File: src/rtl/sd_tag_word_counter.sv
// Streaming keyword counter: waits for BEGIN_TAG, counts whole-word keyword
// matches until END_TAG, then freezes with done set.
module sd_tag_word_counter #(
    parameter int unsigned          KEY_MAX   = 8,
    parameter int unsigned          TAG_LEN   = 8,
    parameter logic [8*TAG_LEN-1:0] BEGIN_TAG = "DLAB_TAG",
    parameter logic [8*TAG_LEN-1:0] END_TAG   = "DLAB_END",
    parameter int unsigned          COUNT_W   = 7,
    parameter bit                   CASE_FOLD = 1'b1
) (
    input  logic                         clk,
    input  logic                         reset_n,
    input  logic                         clear,
    input  logic                         in_valid,
    input  logic [7:0]                   in_byte,
    input  logic [8*KEY_MAX-1:0]         key,
    input  logic [$clog2(KEY_MAX+1)-1:0] key_len,
    output logic                         tag_found,
    output logic                         done,
    output logic [COUNT_W-1:0]           match_count,
    output logic                         overflow
);

    localparam int unsigned LW = $clog2(KEY_MAX+1);

    typedef enum logic [1:0] {
        S_SEEK,
        S_SCAN,
        S_DONE
    } state_t;

    state_t               state;
    logic [8*TAG_LEN-1:0] tag_sr;
    logic [8*TAG_LEN-1:0] tag_sr_nxt;
    logic [LW-1:0]        idx;
    logic                 word_ok;

    logic                 begin_hit;
    logic                 end_hit;
    logic                 is_delim;
    logic [7:0]           key_char;
    logic                 char_eq;
    logic                 word_hit;

    function automatic logic [7:0] fold(input logic [7:0] c);
        if (CASE_FOLD && (c >= 8'h41) && (c <= 8'h5A))
            return c | 8'h20;
        return c;
    endfunction

    // Hits are judged on the window including the byte being consumed now.
    always_comb begin
        tag_sr_nxt = {tag_sr[8*TAG_LEN-9:0], in_byte};
        begin_hit  = (tag_sr_nxt == BEGIN_TAG);
        end_hit    = (tag_sr_nxt == END_TAG);
    end

    always_comb begin
        is_delim = 1'b0;
        case (in_byte)
            8'h20, 8'h0A, 8'h0D, 8'h09, 8'h2C, 8'h2E: is_delim = 1'b1;
            default:                                   is_delim = 1'b0;
        endcase
    end

    // Keyword is right-aligned: char idx lives at byte position key_len-1-idx.
    always_comb begin
        key_char = '0;
        for (int unsigned i = 0; i < KEY_MAX; i++) begin
            if (i + 32'(idx) + 32'd1 == 32'(key_len))
                key_char = key[8*i +: 8];
        end
    end

    always_comb begin
        char_eq  = (fold(in_byte) == fold(key_char));
        word_hit = word_ok && (idx == key_len) && (key_len != '0);
    end

    always_ff @(posedge clk or negedge reset_n) begin
        if (!reset_n) begin
            state       <= S_SEEK;
            tag_sr      <= '0;
            idx         <= '0;
            word_ok     <= 1'b1;
            tag_found   <= 1'b0;
            done        <= 1'b0;
            match_count <= '0;
            overflow    <= 1'b0;
        end else if (clear) begin
            state       <= S_SEEK;
            tag_sr      <= '0;
            idx         <= '0;
            word_ok     <= 1'b1;
            tag_found   <= 1'b0;
            done        <= 1'b0;
            match_count <= '0;
            overflow    <= 1'b0;
        end else if (in_valid) begin
            tag_sr <= tag_sr_nxt;
            case (state)
                S_SEEK: begin
                    if (begin_hit) begin
                        state     <= S_SCAN;
                        tag_found <= 1'b1;
                        idx       <= '0;
                        word_ok   <= 1'b0;
                    end
                end
                S_SCAN: begin
                    if (end_hit) begin
                        state <= S_DONE;
                        done  <= 1'b1;
                    end else if (is_delim) begin
                        if (word_hit) begin
                            if (match_count == '1)
                                overflow <= 1'b1;
                            else
                                match_count <= match_count + 1'b1;
                        end
                        idx     <= '0;
                        word_ok <= 1'b1;
                    end else if (word_ok && (idx < key_len) && char_eq) begin
                        idx <= idx + 1'b1;
                    end else begin
                        word_ok <= 1'b0;
                    end
                end
                S_DONE: begin
                end
                default: state <= S_SEEK;
            endcase
        end
    end

endmodule

File: config.mk
export PLATFORM = sky130hd
export DESIGN_NAME = sd_tag_word_counter
export DESIGN_NICKNAME = d
export VERILOG_FILES = /design/src/rtl/sd_tag_word_counter.sv
export SDC_FILE = /design/constraint.sdc
export NUM_CORES = 1
export LEC_CHECK = 0
export ABC_AREA = 1
export BUFFER_PORTS_ARGS = -buffer_cell sky130_fd_sc_hd__buf_2
export CAP_MARGIN = 20
export CORE_UTILIZATION = 41
export DETAILED_ROUTE_END_ITERATION = 10
export PLACE_DENSITY = 0.61
export SYNTH_ARGS = -nofsm -noshare
export SYNTH_HDL_FRONTEND = slang
export SYNTH_SLANG_ARGS = --single-unit
File: constraint.sdc
create_clock -name clk -period 6.2 [get_ports clk]
set_input_delay 0.62 -clock clk [delete_from_list [all_inputs] [get_ports clk]]
set_output_delay 0.62 -clock clk [all_outputs]
set_load 0.01 [all_outputs]
==> results.py, run 1 <==
metrics = {
    "grt": {
        "grt_antenna_before_repair": 0,
        "grt_max_degree": 74,
        "grt_pass1_vias": 4606,
        "globalRouteOverflowTotal": 0,
        "grt_use_total_pct": 22.9,
        "grt_pass1_wl_um": 22700,
    },
    "worst_setup_path": {
        "start_kind": "flop",
        "path_max_fanout": 7,
        "r2r_cells": 21,
        "r2r-end": "idx[2]",
        "criticalPathCategory": "flop to flop",
        "crit_path_end_kind": "flop",
        "reg2reg_from": "idx[1]",
        "arrival_ps": 3370,
        "rrSetupSlack_ps": 3060,
        "worstPathRequired_ps": 6430,
    },
    "sta": {
        "setup_viol": 0,
        "rsz0062_at_grt": "false",
        "fin_setup_tns_ps": 0,
        "post-route-min-period_ps": 3140,
        "tightest_slew_ps": 916,
        "max_freq_ghz": 0.318,
        "slew_viol_final": 0,
        "slew_headroom_pct": 39.0,
        "min_period_over_period_pct": 50.7,
        "hold_viol_final": 0,
        "final.setup_skew_ps": 10.4,
    },
    "synthesis": {
        "syn-num-nets": 745,
        "yosys.area.top_type": "dfrtp_1",
        "synth_seq_area_share_pct": 37.9,
        "synthCells": 650,
        "ys_ff_latch": 73,
        "syn_area_per_cell_um2": 7.41,
        "ys_warn_count": 0,
        "synth_area_leaders": "dfrtp_1, nand2_1, inv_1",
        "ys_types": 42,
        "syn-cell-area_um2": 4820,
        "synth_top_area_share_pct": 37.4,
    },
    "status": {
        "status": "complete, no violations",
    },
    "clock_network": {
        "cts.sinks": 73,
        "cts_setup_buffers": 0,
        "cts-buffers-inserted": 9,
        "clockBufferDepth": 2,
        "cts_hold_buf": 0,
        "cts_tree": "done",
        "clk_latency_ps": 340,
        "clk_pin_slew_ps": 60,
        "htree_levels": 3,
        "post_cts_resized": 0,
        "root_buffer": "clkbuf_16",
    },
    "hold_path": {
        "hold_end": "word_ok",
        "hold_path.class": "flop to flop",
        "hold_depth": 2,
        "hp-start": "word_ok",
    },
    "die": {
        "row_count": 39,
        "initial_utilization_pct": 42.2,
        "num_io_pins": 90,
        "die_area_um2": 12200,
        "die_y_um": 110,
        "die_w_um": 110,
        "core_um2": 11400,
    },
    "power": {
        "clockPowerShare_pct": 36.4,
        "peakVddDrop_mv": 0.186,
        "leakage_nw": 2.76,
        "p_per_area_nw_per_um2": 265,
        "p_seq_share_pct": 34.1,
        "switchingPower_w": 0.000509,
        "comb_power_share_pct": 29.5,
        "power.internal_w": 0.00100,
        "power.share.switching_pct": 33.6,
    },
    "job": {
        "maxCapViolCount": 0,
    },
    "finish": {
        "n_fill_cell": 1148,
        "syn_to_final_growth_pct": 18.7,
        "finalNonFillerCells": 886,
        "final_cell_mix": "nand2_1, inv_1, buf_2",
        "drive_above_1_share_pct": 21.1,
        "final_common_cell": "nand2_1",
        "nets": 833,
        "diodes": 0,
    },
    "routing": {
        "drc_errors": 0,
        "wl_per_cell_um": 15.5,
        "antenna_left": 0,
        "num_vias": 4753,
        "vias_per_cell": 5.36,
        "dr.pass1.iters": 5,
        "drt_iter0_markers": 373,
        "wl_um": 13700,
    },
    "place": {
        "dp_hpwl_um": 10600,
        "io_buffers": 89,
        "place.detailed.instances": 870,
        "gp_congestion": 0.949,
    },
}
## flip-flops by register name, indices dropped and copies added (netlist names)
| signal | flops |
|---|---|
| match_count | 7 |
| idx | 4 |
| tag_found | 1 |
| overflow | 1 |
| tag_sr | 56 |
| word_ok | 1 |
| state | 2 |
| done | 1 |
## routing by layer
layer  global-route usage [%]  part of all wire (%)  wire, µm  vias to the layer above
li1                         -                     -         -                     2367
met5                        0                     0         0                        -
met3                     3.95                   4.5       618                       32
met1                     28.5                    43      5960                     2201
met4                     9.16                   3.3       458                        0
met2                     39.5                    49      6690                      153
## layout make-up
class                           count  area [µm²]  area share [%]
Clock buffer                        9         225            3.94
Inverter                          119         447            7.81
Clock inverter                      7        95.1            1.66
Sequential cell                    73        1830            32.0
Tap cell                          143         179            3.13
Multi-Input combinational cell    443        2480            43.3
Timing Repair Buffer               92         468            8.18
## critical path, cell delays in order (launching register included)
cell      delay (ps)
dfrtp_1          480
inv_1            180
ha_1             330
inv_1             70
nand2_1           80
nand3_1          130
a211oi_1         260
nand3_2          220
inv_2            200
nand2_1           90
nand4_1          100
nor2_1            70
nand2_1           60
nand3_1           60
nor2_1           110
nand2_1           60
nor2_2           130
nand3_2          110
nand2_4          100
nand2_4           60
nand2_1           70
nand2_1           60
## worst max path at each step
stage	endpoint	slack (ps)	start	depth (start not counted)
final	idx[2]	3060	idx[1]	21
after global routing	idx[1]	2720	idx[1]	23
after CTS	idx[2]	3050	idx[0]	21
after detailed placement	idx[2]	3000	key_len[2]	23
after global placement	idx[3]	3060	key_len[2]	23
after floorplan	idx[2]	3550	idx[0]	24
## synthesized netlist by cell type, drive strengths merged
library cell,n
mux2i,1
a31oi,1
nor3b,2
or2,11
ha,15
xnor2,2
nor4,20
nand2,148
dfstp,1
nor3,15
inv,119
o31ai,1
o21a,3
a2111oi,1
xor2,3
o22ai,54
nand4,35
dfrtp,72
nand3,60
o41ai,1
and2,2
nor2,39
o21ai,12
a21oi,13
a21boi,1
clkbuf,13
a211oi,3
buf,2
## metrics by stage
step                hold WS, ps  utilization [%]  total power [W]  setup WS (ps)  area, µm²
CTS                         469             50.1          0.00153           3050       5720
global placement            460             47.3         0.000964           3060       5400
detailed placement          459             47.3         0.000971           3000       5400
global route                498             50.1          0.00161           2720       5720
floorplan                   324                -         0.000849           3550       4820
finish                      467             50.1          0.00151           3060       5720
## cell families after synthesis
logic type	share of synthesized area (%)
flip-flops	37.9
multiplexers	0.208
buffers and inverters	10.7
AO/OA/AOI/OAI	11.3
AND/OR/NAND/NOR	35.0
XOR/XNOR	0.909
adder cells (fa/ha/maj)	3.90
## power groups by stage
stage               combinational (W)  clock [W]  sequential (W)
floorplan                    0.000331          0        0.000518
global placement             0.000440          0        0.000524
detailed placement           0.000446          0        0.000525
CTS                          0.000447   0.000561        0.000517
global route                 0.000508   0.000578        0.000519
finish                       0.000446   0.000551        0.000516
(Power assumes the default switching activity.)
==> run 2: changes to the inputs <==
- ABC_AREA: 1 -> 0
- clock period: 6.2 -> 3 ns (I/O delays scaled with it)
==> results.py, run 2 <==
metrics = {
    "worst_setup_path": {
        "arrival_ps": 4000,
        "cp.depth": 14,
        "crit_path_end_kind": "flop",
        "reg2reg_from": "idx[1]",
        "path_cells": "inv_4, ha_4, xor2_4, nor4_4, a22o_1, buf_4, a221o_1, a221oi_2, nand3_1, or4_4, a41oi_4, xnor2_4, o311a_1, a211o_1",
        "critical-path-slowest-cell": "or4_4",
        "path_buf_inv": 2,
        "worstSetupEndpoint": "idx[2]",
        "criticalPathCategory": "flop to flop",
        "r2r_cells": 14,
        "critPathTopFamily": "compound AO/OA/AOI/OAI gates",
        "crit_start": "idx[1]",
        "r2r-end": "idx[2]",
        "path_max_fanout": 7,
        "worstPathRequired_ps": 3210,
        "rrSetupSlack_ps": -790,
        "start_kind": "flop",
        "crit_path_max_incr_delay_ps": 500,
    },
    "power": {
        "peakVddDrop_mv": 0.429,
        "switchingPower_w": 0.000629,
        "comb_power_share_pct": 16.8,
        "totalPowerFinal_w": 0.00262,
        "power.internal_w": 0.00199,
        "power.share.switching_pct": 24.0,
        "leakage_nw": 3.27,
        "p_per_area_nw_per_um2": 386,
        "clockPowerShare_pct": 44.5,
        "p_seq_share_pct": 38.7,
    },
    "place": {
        "place_ws_ps": -980,
        "gp_congestion": 0.871,
        "dp_hpwl_um": 10500,
        "place_area_um2": 5970,
        "io_buffers": 89,
    },
    "finish": {
        "final_cell_mix": "buf_2, buf_4, nor2_1",
        "design_area_um2": 6790,
        "final_common_cell": "buf_2",
        "largest_register_ffs": 56,
        "finish.utilization_pct": 61.6,
        "drive_above_1_share_pct": 40.2,
        "syn_to_final_growth_pct": 44.0,
        "top_regs": "tag_sr: 56 flops, match_count: 7 flops, idx: 4 flops",
        "diodes": 0,
        "nets": 755,
        "top_register": "tag_sr",
    },
    "sta": {
        "holdWs_ps": 93.8,
        "tightest_slew_ps": 940,
        "rsz0062_at_grt": "true",
        "post-route-min-period_ps": 3790,
        "setup_viol": 5,
        "setup_ws_ps": -794,
        "min_period_over_period_pct": 126,
        "slew_viol_final": 0,
        "max_freq_ghz": 0.264,
        "slew_headroom_pct": 37.3,
        "final.setup_skew_ps": 4.96,
        "hold_viol_final": 0,
    },
    "status": {
        "violations": "setup timing",
        "status": "complete, but fails checks",
    },
    "clock_network": {
        "cts-buffers-inserted": 9,
        "clk_latency_ps": 330,
        "cts_tree": "done",
        "clk_pin_slew_ps": 60,
        "cts.sinks": 73,
        "clockBufferDepth": 2,
        "htree_levels": 3,
        "root_buffer": "clkbuf_16",
    },
    "synthesis": {
        "syn_area_per_cell_um2": 9.57,
        "ys.flop_type": "dfrtp_1",
        "syn-num-nets": 588,
        "ys_types": 70,
        "async_flop_share_pct": 100,
        "ys_ff_latch": 73,
        "synth_top_area_share_pct": 38.2,
        "synth_seq_area_share_pct": 38.8,
        "synth_edf_count": 0,
        "synthCells": 493,
        "yosys-top-cells-count": "nor2_1, dfrtp_1, mux2i_1, nand2_1, clkbuf_1",
        "synth_area_leaders": "dfrtp_1, mux2i_1, nor2_1",
        "yosys.area.top_type": "dfrtp_1",
        "ys_warn_count": 0,
        "yosysMostFrequentCell": "nor2_1",
        "syn-cell-area_um2": 4720,
    },
    "grt": {
        "globalRouteOverflowTotal": 0,
        "grt_pass1_vias": 4402,
        "grt_use_total_pct": 24.4,
        "grt_pass1_wl_um": 22000,
        "grt_max_degree": 74,
        "grt_antenna_before_repair": 0,
    },
    "routing": {
        "vias_per_cell": 5.54,
        "drc_errors": 0,
        "wl_per_cell_um": 17.6,
        "dr.pass1.iters": 5,
        "antenna_left": 0,
        "wl_um": 14100,
        "drt_iter0_markers": 256,
        "num_vias": 4462,
    },
    "die": {
        "die_w_um": 109,
        "core_um2": 11000,
        "row_count": 38,
        "num_io_pins": 90,
        "initial_utilization_pct": 42.8,
        "die_area_um2": 11900,
        "die_y_um": 109,
    },
    "hold_path": {
        "hold_path.class": "input pin to async pin",
    },
    "job": {
        "maxCapViolCount": 0,
    },
}
==> run 2: cell types whose count changed after synthesis, moves of 12 or more <==
| cell | delta |
|---|---|
| xnor2_1 | +12 |
| o22ai_1 | -48 |
| nand3_1 | -43 |
| nand2_2 | -15 |
| mux2i_1 | +57 |
| inv_1 | -98 |
| nor2_1 | +46 |
| nand2_1 | -98 |
| nand4_1 | -24 |
==> run 2: cell families after synthesis <==
logic type	count (synthesis)	synth area share, %
mux	59	12.5
flops	73	38.8
buf+inv	43	3.77
xor+xnor	28	6.05
simple gates	193	21.4
fa+ha+maj	15	3.98
compound gates	82	13.5
==> run 2: power groups by stage <==
stage | clock network [W] | registers (W) | logic, W
floorplan | 0 | 0.00103 | 0.000194
global placement | 0 | 0.00103 | 0.000364
detailed placement | 0 | 0.00103 | 0.000367
CTS | 0.00119 | 0.00101 | 0.000429
global route | 0.00122 | 0.00101 | 0.000472
finish | 0.00116 | 0.00101 | 0.000441
==> run 2: final cells by class <==
class                      count  area [µm²]
tap                          140         175
clock inverter                 4        75.1
clock buffer                  12         256
multi-input combinational    377        3130
sequential                    73        1830
timing repair buffer         185        1260
inverter                      14        67.6
fill                         954        4240
==> run 2: worst register-to-register path, delay by kind of cell (launching register included) <==
kind,cells,cell delay (ps)
xor gates and xnor gates,2,370
and+or+nand+nor,3,700
DFF,1,470
AOI/OAI and AO/OA,6,1620
buffers and inverters,2,220
adders and majority gates,1,310
==> run 2: worst min path at each step <==
stage | slack (ps) | from | endpoint
finish | 90 | reset_n | tag_sr[54]
global route | 170 | reset_n | tag_sr[54]
CTS | 140 | reset_n | tag_sr[54]
detailed placement | 490 | reset_n | tag_sr[54]
global placement | 480 | reset_n | tag_sr[54]
floorplan | 4 | reset_n | done
==> run 2: metrics by stage <==
step | cells | TNS [ps]
CTS | 804 | -3550
finish | 805 | -3690
detailed placement | 774 | -4200
global route | 805 | -4480
global placement | 774 | -3950
floorplan | 493 | -2750
==> run 2: repair_timing <==
action,CTS,global route
hold buffers,0,0
pin swaps,21,4
gates resized for setup,60,4
setup endpoints to repair,5,5
setup buffers,16,1
==> run 2: layer usage <==
metal,vias up,routed length (µm),GRT usage (%)
li1,2145,-,-
met4,0,380,8.76
met5,-,0,0
met3,32,831,4.60
met2,144,6460,40.1
met1,2141,6460,31.9
